$ cat src/rtl/timer_bank.sv
// Bank of NUM_CH independent mm:ss countdown timers with a round-robin expiry event port.
// Define TIMER_BANK_AUTORELOAD_EN to add reload_en and per-channel reload values.
module timer_bank #(
    parameter int  NUM_CH  = 4,
    parameter int  MAX_MIN = 10,
    localparam int CH_W    = $clog2(NUM_CH)
) (
    input  logic              clk,
    input  logic              reset_n,
    input  logic              tick,
    input  logic              cmd_valid,
    input  logic [CH_W-1:0]   cmd_ch,
    input  logic [1:0]        cmd_op,
    input  logic [7:0]        cmd_min,
    input  logic [7:0]        cmd_sec,
`ifdef TIMER_BANK_AUTORELOAD_EN
    input  logic [NUM_CH-1:0] reload_en,
`endif
    input  logic [CH_W-1:0]   rd_ch,
    output logic [7:0]        rd_min,
    output logic [7:0]        rd_sec,
    output logic [NUM_CH-1:0] running,
    output logic [NUM_CH-1:0] done,
    output logic              done_valid,
    output logic [CH_W-1:0]   done_ch,
    input  logic              done_ready
);

    localparam logic [7:0] MAX_MIN_V = 8'(MAX_MIN);
    localparam logic [7:0] MAX_SEC_V = 8'd59;
    localparam logic [1:0] OP_SET    = 2'b00;
    localparam logic [1:0] OP_START  = 2'b01;
    localparam logic [1:0] OP_STOP   = 2'b10;

    logic [7:0]        min_q [NUM_CH];
    logic [7:0]        min_d [NUM_CH];
    logic [7:0]        sec_q [NUM_CH];
    logic [7:0]        sec_d [NUM_CH];
`ifdef TIMER_BANK_AUTORELOAD_EN
    logic [7:0]        rl_min_q [NUM_CH];
    logic [7:0]        rl_min_d [NUM_CH];
    logic [7:0]        rl_sec_q [NUM_CH];
    logic [7:0]        rl_sec_d [NUM_CH];
`endif
    logic [NUM_CH-1:0] run_q, run_d;
    logic [NUM_CH-1:0] done_q, done_d;
    logic [NUM_CH-1:0] pend_q, pend_d;
    logic [CH_W-1:0]   ptr_q, ptr_d;
    logic [CH_W-1:0]   lock_ch_q, lock_ch_d;
    logic              lock_q, lock_d;
    logic [7:0]        set_min, set_sec;
    logic [CH_W-1:0]   pick_ch, cand;
    logic              accept, withdraw;
    int                idx;

    // An out-of-range minute value saturates the whole load, not only the minutes.
    always_comb begin
        set_min = cmd_min;
        set_sec = (cmd_sec > MAX_SEC_V) ? MAX_SEC_V : cmd_sec;
        if (cmd_min > MAX_MIN_V) begin
            set_min = MAX_MIN_V;
            set_sec = '0;
        end
    end

    // Scan downward so the lowest offset from ptr_q is the last (winning) assignment.
    always_comb begin
        pick_ch = '0;
        idx     = 0;
        cand    = '0;
        for (int k = NUM_CH - 1; k >= 0; k--) begin
            idx = int'(ptr_q) + k;
            if (idx >= NUM_CH) idx = idx - NUM_CH;
            cand = CH_W'(idx);
            if (pend_q[cand]) pick_ch = cand;
        end
    end

    // Offer handshake: done_valid/done_ch hold until done_valid && done_ready.
    // Once an offer goes unaccepted the channel is latched so later expiries cannot reorder it.
    assign done_valid = |pend_q;
    assign done_ch    = lock_q ? lock_ch_q : pick_ch;
    assign accept     = done_valid && done_ready;
    assign withdraw   = cmd_valid && (cmd_ch == done_ch) &&
                        (cmd_op == OP_SET || cmd_op == 2'b11);

    always_comb begin
        lock_d    = done_valid && !done_ready && !withdraw;
        lock_ch_d = done_ch;
        ptr_d     = ptr_q;
        if (accept) ptr_d = (done_ch == CH_W'(NUM_CH - 1)) ? '0 : done_ch + 1'b1;
    end

    always_comb begin
        min_d  = min_q;
        sec_d  = sec_q;
        run_d  = run_q;
        done_d = done_q;
        pend_d = pend_q;
`ifdef TIMER_BANK_AUTORELOAD_EN
        rl_min_d = rl_min_q;
        rl_sec_d = rl_sec_q;
`endif
        if (accept) pend_d[done_ch] = 1'b0;
        for (int i = 0; i < NUM_CH; i++) begin
            if (cmd_valid && cmd_ch == CH_W'(i)) begin
                case (cmd_op)
                    OP_SET: begin
                        min_d[i]  = set_min;
                        sec_d[i]  = set_sec;
                        run_d[i]  = 1'b0;
                        done_d[i] = 1'b0;
                        pend_d[i] = 1'b0;
`ifdef TIMER_BANK_AUTORELOAD_EN
                        rl_min_d[i] = set_min;
                        rl_sec_d[i] = set_sec;
`endif
                    end
                    OP_START: begin
                        if (min_q[i] != '0 || sec_q[i] != '0) begin
                            run_d[i]  = 1'b1;
                            done_d[i] = 1'b0;
                        end
                    end
                    OP_STOP: run_d[i] = 1'b0;
                    default: begin
                        min_d[i]  = '0;
                        sec_d[i]  = '0;
                        run_d[i]  = 1'b0;
                        done_d[i] = 1'b0;
                        pend_d[i] = 1'b0;
                    end
                endcase
            end else if (tick && run_q[i]) begin
                if (sec_q[i] != '0) begin
                    sec_d[i] = sec_q[i] - 8'd1;
                end else begin
                    min_d[i] = min_q[i] - 8'd1;
                    sec_d[i] = MAX_SEC_V;
                end
                if (min_q[i] == '0 && sec_q[i] == 8'd1) begin
                    done_d[i] = 1'b1;
                    pend_d[i] = 1'b1;
`ifdef TIMER_BANK_AUTORELOAD_EN
                    if (reload_en[i]) begin
                        min_d[i] = rl_min_q[i];
                        sec_d[i] = rl_sec_q[i];
                    end else begin
                        run_d[i] = 1'b0;
                    end
`else
                    run_d[i] = 1'b0;
`endif
                end
            end
        end
    end

    always_ff @(posedge clk or negedge reset_n) begin
        if (!reset_n) begin
            for (int i = 0; i < NUM_CH; i++) begin
                min_q[i] <= '0;
                sec_q[i] <= '0;
`ifdef TIMER_BANK_AUTORELOAD_EN
                rl_min_q[i] <= '0;
                rl_sec_q[i] <= '0;
`endif
            end
            run_q     <= '0;
            done_q    <= '0;
            pend_q    <= '0;
            ptr_q     <= '0;
            lock_q    <= 1'b0;
            lock_ch_q <= '0;
        end else begin
            for (int i = 0; i < NUM_CH; i++) begin
                min_q[i] <= min_d[i];
                sec_q[i] <= sec_d[i];
`ifdef TIMER_BANK_AUTORELOAD_EN
                rl_min_q[i] <= rl_min_d[i];
                rl_sec_q[i] <= rl_sec_d[i];
`endif
            end
            run_q     <= run_d;
            done_q    <= done_d;
            pend_q    <= pend_d;
            ptr_q     <= ptr_d;
            lock_q    <= lock_d;
            lock_ch_q <= lock_ch_d;
        end
    end

    assign rd_min  = (int'(rd_ch) < NUM_CH) ? min_q[rd_ch] : '0;
    assign rd_sec  = (int'(rd_ch) < NUM_CH) ? sec_q[rd_ch] : '0;
    assign running = run_q;
    assign done    = done_q;

endmodule

$ cat config.mk
export PLATFORM = sky130hd
export DESIGN_NAME = timer_bank
export DESIGN_NICKNAME = d
export VERILOG_FILES = /design/src/rtl/timer_bank.sv
export SDC_FILE = /design/constraint.sdc
export NUM_CORES = 1
export LEC_CHECK = 0
export CORE_MARGIN = 2
export CORE_UTILIZATION = 55
export CTS_BUF_LIST = sky130_fd_sc_hd__clkbuf_8 sky130_fd_sc_hd__clkbuf_16
export DETAILED_ROUTE_END_ITERATION = 10
export PLACE_DENSITY = 0.77
export SYNTH_ARGS = -nofsm -noshare
export SYNTH_HDL_FRONTEND = slang
export SYNTH_SLANG_ARGS = --single-unit
export TNS_END_PERCENT = 30
$ cat constraint.sdc
create_clock -name clk -period 2.7 [get_ports clk]
set_clock_uncertainty 0.15 [all_clocks]
set_input_delay 0.27 -clock clk [delete_from_list [all_inputs] [get_ports clk]]
set_output_delay 0.27 -clock clk [all_outputs]
set_load 0.05 [all_outputs]
==> flow_metrics.py, run 1 <==
metrics = {
    "status": {
        "outcome": "finished clean",
    },
    "grt": {
        "grt_max_degree": 51,
        "grt_use_total_pct": 30.7,
        "grt_pass1_wl_um": 26400,
        "antenna_found_initial": 0,
        "grt_overflow_total": 0,
        "grt_pass1_vias": 5182,
    },
    "layout": {
        "final_common_cell": "dfrtp_1",
        "drive_above_1_share_pct": 17.5,
        "final_util_pct": 68.6,
        "num-nets-final": 735,
        "num_antenna_cells": 0,
        "area_growth_pct": 21.6,
        "final_cell_mix": "dfrtp_1 (81), buf_4 (67), o21ai_0 (57), nor2_1 (49), nand2_1 (39)",
    },
    "timing": {
        "worstMarginPinSlew_ns": 0.858,
        "relSlewSlack_pct": 42.3,
        "rsz0062_at_grt": "no",
        "setup-tns-final_ns": 0,
        "finalSetupViolCount": 0,
        "finalHoldViolCount": 0,
        "max_freq_mhz": 392,
        "fin_crit_sh_pct": 94.4,
        "min_period_ns": 2.55,
        "slew_viol_final": 0,
    },
    "floorplan": {
        "ioPinCount": 54,
        "die-area_sq_um": 10800,
        "die_x_um": 104,
        "start_util_pct": 56.4,
        "die_h_um": 104,
        "rows": 36,
        "core_area_sq_um": 9730,
    },
    "placement": {
        "gp_congestion": 0.948,
        "hpwl_um": 12300,
        "portBuffers": 53,
    },
    "synthesis": {
        "avgSynthCellArea_sq_um": 9.24,
        "synth_ff_type": "dfrtp_1",
        "synth_cell_types": 65,
        "synthesis.area_sq_um": 5490,
        "ys_seq_area_share_pct": 36.9,
        "syn_nets": 648,
        "ys_seq_elements": 81,
        "ys_async_sr_fraction_pct": 100,
        "synth_edf_count": 0,
        "synth_warnings": 0,
        "synth_cells": 594,
    },
    "hold_path": {
        "hold_path_class": "input pin to asynchronous set/reset pin",
    },
    "power_and_ir_drop": {
        "p_leak_nw": 2.86,
        "peakVddDrop_uv": 588,
        "p_per_area_nw_per_um2": 879,
    },
    "worst_setup_path": {
        "worstPathRequired_ns": 2.28,
        "cp.arrival_ns": 2.13,
        "critical_path.max_fanout": 5,
        "cp-end-kind": "output pin",
        "critPathKind": "flop to output pin",
        "startpoint_type": "flop",
        "rr_worst_depth": 6,
    },
    "routing": {
        "num_vias": 5327,
        "totalWireLength_um": 16000,
        "ant_nets": 0,
        "wl_per_cell_um": 19.6,
        "vias_per_cell": 6.52,
        "drc": 0,
        "drtIter0Drc": 453,
        "first_pass_iters": 6,
    },
    "clock_network": {
        "cts_buffers": 9,
        "clk_latency_ns": 0.37,
        "cts_buffer_depth": 2,
        "root_buffer": "clkbuf_8",
        "cts.sinks": 81,
        "cts.clk_slew.worst_paths_ns": 0.08,
        "cts_tree": "yes",
        "htreeDepth": 3,
        "cts_setup_buffers": 0,
    },
    "job": {
        "maxCapViolCount": 0,
    },
}
-- critical path, stage by stage (launching register included) --
cell and delay [ns]:
dfrtp_1 0.45, or4_1 0.59, clkdlybuf4s50_1 0.73
-- cell families after synthesis --
family	after synthesis	share of synthesized area (%)
xor gates and xnor gates	17	2.71
DFF	81	36.9
adders and majority gates	27	6.15
AOI/OAI and AO/OA	180	22.1
buffers and inverters	62	4.33
and+or+nand+nor	207	20.5
muxes	20	7.32
-- synth_stat cells (3+ instances only) --
library cell / number / area share, %
o22a_1: 8 / 1.3
mux2i_1: 3 / 0.55
inv_1: 32 / 2.2
a31o_2: 5 / 0.80
o31a_1: 4 / 0.64
nor3_1: 15 / 1.4
a221o_1: 3 / 0.55
a221o_2: 3 / 0.62
nand2b_1: 9 / 1.0
o31ai_1: 7 / 0.96
o21a_1: 4 / 0.55
or3_1: 11 / 1.3
nand2_1: 39 / 2.7
a32o_1: 3 / 0.55
a21o_1: 3 / 0.41
dfrtp_1: 81 / 37
a21oi_1: 30 / 2.7
nand3_1: 16 / 1.5
o21ai_0: 58 / 5.3
o211ai_1: 8 / 1.1
nand3b_1: 4 / 0.55
xnor2_1: 11 / 1.8
clkbuf_1: 24 / 1.6
nand4_1: 10 / 1.1
ha_1: 27 / 6.2
nor3b_1: 4 / 0.55
or4_1: 6 / 0.82
a22o_1: 5 / 0.80
a22oi_1: 5 / 0.68
o22ai_1: 7 / 0.80
nor4_1: 10 / 1.1
a31oi_1: 9 / 1.0
xor2_1: 6 / 0.96
buf_2: 4 / 0.36
a32oi_1: 4 / 0.64
nor2_1: 49 / 3.4
and3_1: 6 / 0.68
and3b_1: 3 / 0.48
mux4_2: 16 / 6.6
nor4b_1: 6 / 0.96
nor2b_1: 4 / 0.46
a2bb2oi_1: 3 / 0.48
-- flip-flops by register name, summed over array words and instances (netlist names) --
register   count
done           4
lock_ch_q      2
lock_q         1
min_q         32
pend_q         4
ptr_q          2
running        4
sec_q         32
-- path summary, 6_finish.rpt --
| check | startpoint | endpoint | slack (ns) |
|---|---|---|---|
| hold reg to reg | done[2] | done[2] | 0.35 |
| setup / recovery | pend_q[0] | done_valid | 0.15 |
| setup reg to reg | min_q[4] | pend_q[3] | 0.21 |
| max in group asynchronous | reset_n | sec_q[15] | 1.53 |
| hold / removal | reset_n | min_q[26] | 0.24 |
| min in group clk | done[2] | done[2] | 0.35 |
-- layout make-up --
| cell class | instances | area (sq um) |
|---|---|---|
| clock buffers | 9 | 124 |
| clock inverters | 5 | 73.8 |
| fillers | 782 | 3060 |
| inverters | 32 | 120 |
| multi-input cells | 451 | 3230 |
| flip-flops and latches | 81 | 2030 |
| well taps | 133 | 166 |
| repair buffers | 106 | 933 |
-- metal layers --
layer	track usage (%)	part of all wire [%]
met5	0	0
met4	11.5	2.4
met3	4.45	7.1
met2	49.5	48
met1	42.3	42
-- per-stage QoR --
stage / setup WS [ns] / area [sq um] / total power [mW] / instances / hold slack (ns)
after floorplan: 0.278 / 5490 / 3.94 / 594 / -0.176
after global placement: -0.000489 / 6460 / 4.77 / 802 / 0.0965
after detailed placement: -0.0941 / 6460 / 4.88 / 802 / 0.0958
after CTS: 0.148 / 6670 / 5.83 / 817 / 0.250
after global routing: 0.0893 / 6670 / 6.27 / 817 / 0.282
final: 0.152 / 6670 / 5.87 / 817 / 0.244
-- power by group --
| part | leakage, nW | internal, mW | switching, mW |
|---|---|---|---|
| Sequential | 1.05 | 1.61 | 0.605 |
| Combinational | 1.71 | 1.15 | 1.55 |
| Clock | 0.106 | 0.504 | 0.447 |
| Total | 2.86 | 3.26 | 2.60 |
-- what timing repair did --
action,in CTS,in global routing
resized for setup,0,0
hold buffers,1,0
hold endpoints to repair,31,0
Note: power is estimated with default switching activity, not from simulation.
==> run 2: changes to the inputs <==
- CORE_ASPECT_RATIO: not set -> 1.25
- GPL_TIMING_DRIVEN: not set -> 0
==> flow_metrics.py, run 2 (synthesis results as in run 1) <==
metrics = {
    "status": {
        "outcome": "finished clean",
    },
    "layout": {
        "drive_above_1_share_pct": 12.7,
        "final_common_cell": "dfrtp_1",
        "fin_area_sq_um": 6710,
        "final_util_pct": 69.4,
        "final_cell_mix": "dfrtp_1 (81), o21ai_0 (56), clkdlybuf4s50_1 (48), nor2_1 (46), nand2_1 (39)",
        "reg_top3": "min_q x32, sec_q x32",
        "num-nets-final": 718,
        "area_growth_pct": 22.2,
        "fin_cells": 795,
        "num_antenna_cells": 0,
    },
    "placement": {
        "place_inst": 772,
        "hpwl_um": 12300,
        "pre_cts_slack_ns": -0.770,
        "portBuffers": 51,
        "post_dp_cell_area_sq_um": 6190,
        "gp_congestion": 0.952,
    },
    "timing": {
        "min_period_ns": 2.64,
        "setup-tns-final_ns": 0,
        "rsz0062_at_grt": "yes",
        "max_freq_mhz": 379,
        "finalHoldViolCount": 0,
        "relSlewSlack_pct": 37.7,
        "slew_viol_final": 0,
        "fin_crit_sh_pct": 97.8,
        "worstMarginPinSlew_ns": 0.927,
        "setup_ws_ns": 0.0582,
        "finalSetupViolCount": 0,
    },
    "clock_network": {
        "cts_buffer_depth": 2,
        "clk_latency_ns": 0.34,
        "cts_buffers": 9,
        "cts.sinks": 81,
        "htreeDepth": 3,
        "root_buffer": "clkbuf_16",
        "cts_tree": "yes",
        "cts.clk_slew.worst_paths_ns": 0.06,
    },
    "floorplan": {
        "start_util_pct": 56.8,
        "rows": 40,
        "die_x_um": 93.4,
        "die-area_sq_um": 10800,
        "ioPinCount": 54,
        "die_h_um": 116,
        "core_area_sq_um": 9660,
    },
    "job": {
        "maxCapViolCount": 0,
    },
    "routing": {
        "wl_per_cell_um": 20.9,
        "ant_nets": 0,
        "num_vias": 5338,
        "drtIter0Drc": 491,
        "first_pass_iters": 5,
        "drc": 0,
        "vias_per_cell": 6.71,
        "totalWireLength_um": 16600,
    },
    "power_and_ir_drop": {
        "intPower_mw": 3.65,
        "clockPowerShare_pct": 22.4,
        "power_frac_comb_pct": 42.5,
        "pwr-share-seq_pct": 35.1,
        "p_sw_share_pct": 42.5,
        "p_leak_nw": 2.76,
        "p_per_area_nw_per_um2": 947,
        "peakVddDrop_uv": 627,
        "power.switching_mw": 2.70,
    },
    "worst_setup_path": {
        "cp-end-kind": "output pin",
        "crit_start": "rd_ch[1]",
        "worstPathRequired_ns": 2.28,
        "r2r-end": "min_q[31]",
        "cp.arrival_ns": 2.22,
        "cp-endpoint": "rd_min[5]",
        "rrSetupSlack_ns": 0.15,
        "startpoint_type": "input pin",
        "critPathKind": "input pin to output pin",
        "critical_path.max_fanout": 10,
        "r2r-start": "sec_q[27]",
        "rr_worst_depth": 6,
    },
    "hold_path": {
        "hold_path_class": "input pin to asynchronous set/reset pin",
    },
    "grt": {
        "grt_overflow_total": 0,
        "grt_use_total_pct": 31.4,
        "grt_pass1_vias": 5147,
        "grt_pass1_wl_um": 26000,
        "grt_max_degree": 53,
        "antenna_found_initial": 0,
    },
}
[run 2: cell types whose count changed in the layout (fill, tap and decap cells not counted), moves of 3 or more]
cell             previous run  this run
buf_4                      67        10
clkbuf_1                    0        17
clkdlybuf4s50_1            34        48
clkbuf_16                   0         9
clkbuf_8                    9         1
buf_2                       0         5
clkbuf_2                    0         5
a31oi_1                     9         5
buf_12                      4         0
a31oi_2                     0         3
nor2_1                     49        46
[run 2: layout make-up]
class                           count  area [sq um]
Multi-Input combinational cell    451          3330
Fill cell                         751          2950
Sequential cell                    81          2030
Timing Repair Buffer               60           588
Clock buffer                       10           239
Tap cell                          126           158
Buffer                             29           134
Inverter                           32           120
Clock inverter                      6           106
[run 2: power groups by stage]
stage               sequential, mW  combinational [mW]  clock, mW
floorplan                     2.02                1.91          0
detailed placement            2.21                2.60          0
CTS                           2.20                2.64       1.42
finish                        2.23                2.70       1.42
global route                  2.29                2.93       1.48
global placement              2.19                2.51          0
[run 2: critical path, cell delays in order]
cell	delay, ns
buf_1	0.34
clkbuf_1	0.46
mux4_2	0.43
clkdlybuf4s50_1	0.72
[run 2: repair_timing]
| item | CTS | global route |
|---|---|---|
| setup endpoints to repair | 62 | 51 |
| pin swaps | 2 | 3 |
| hold buffers | 1 | 0 |
| hold endpoints to repair | 29 | 0 |
| setup buffers | 3 | 4 |
| resized for setup | 23 | 18 |
[run 2: layer usage]
layer  track usage (%)  part of all wire [%]  vias to the layer above
li1                  -                     -                     2383
met1              38.2                    38                     2627
met2              55.9                    51                      283
met3              5.01                   7.7                       45
met4              12.3                   3.0                        0
met5                 0                     0                        -
[run 2: through the flow]
step | power (mW) | hold slack, ns
after floorplan | 3.94 | -0.176
after global routing | 6.69 | 0.306
after global placement | 4.70 | 0.322
after CTS | 6.26 | 0.264
after detailed placement | 4.81 | 0.0784
final | 6.35 | 0.251
[run 2: how the worst min path moves through the flow]
stage	start	end	slack (ns)	cells past startpoint
floorplan	reset_n	done[0]	-0.18	0
global placement	done[2]	done[2]	0.32	1
detailed placement	reset_n	ptr_q[0]	0.08	1
CTS	reset_n	ptr_q[0]	0.26	2
global route	reset_n	ptr_q[1]	0.31	2
finish	reset_n	ptr_q[0]	0.25	2
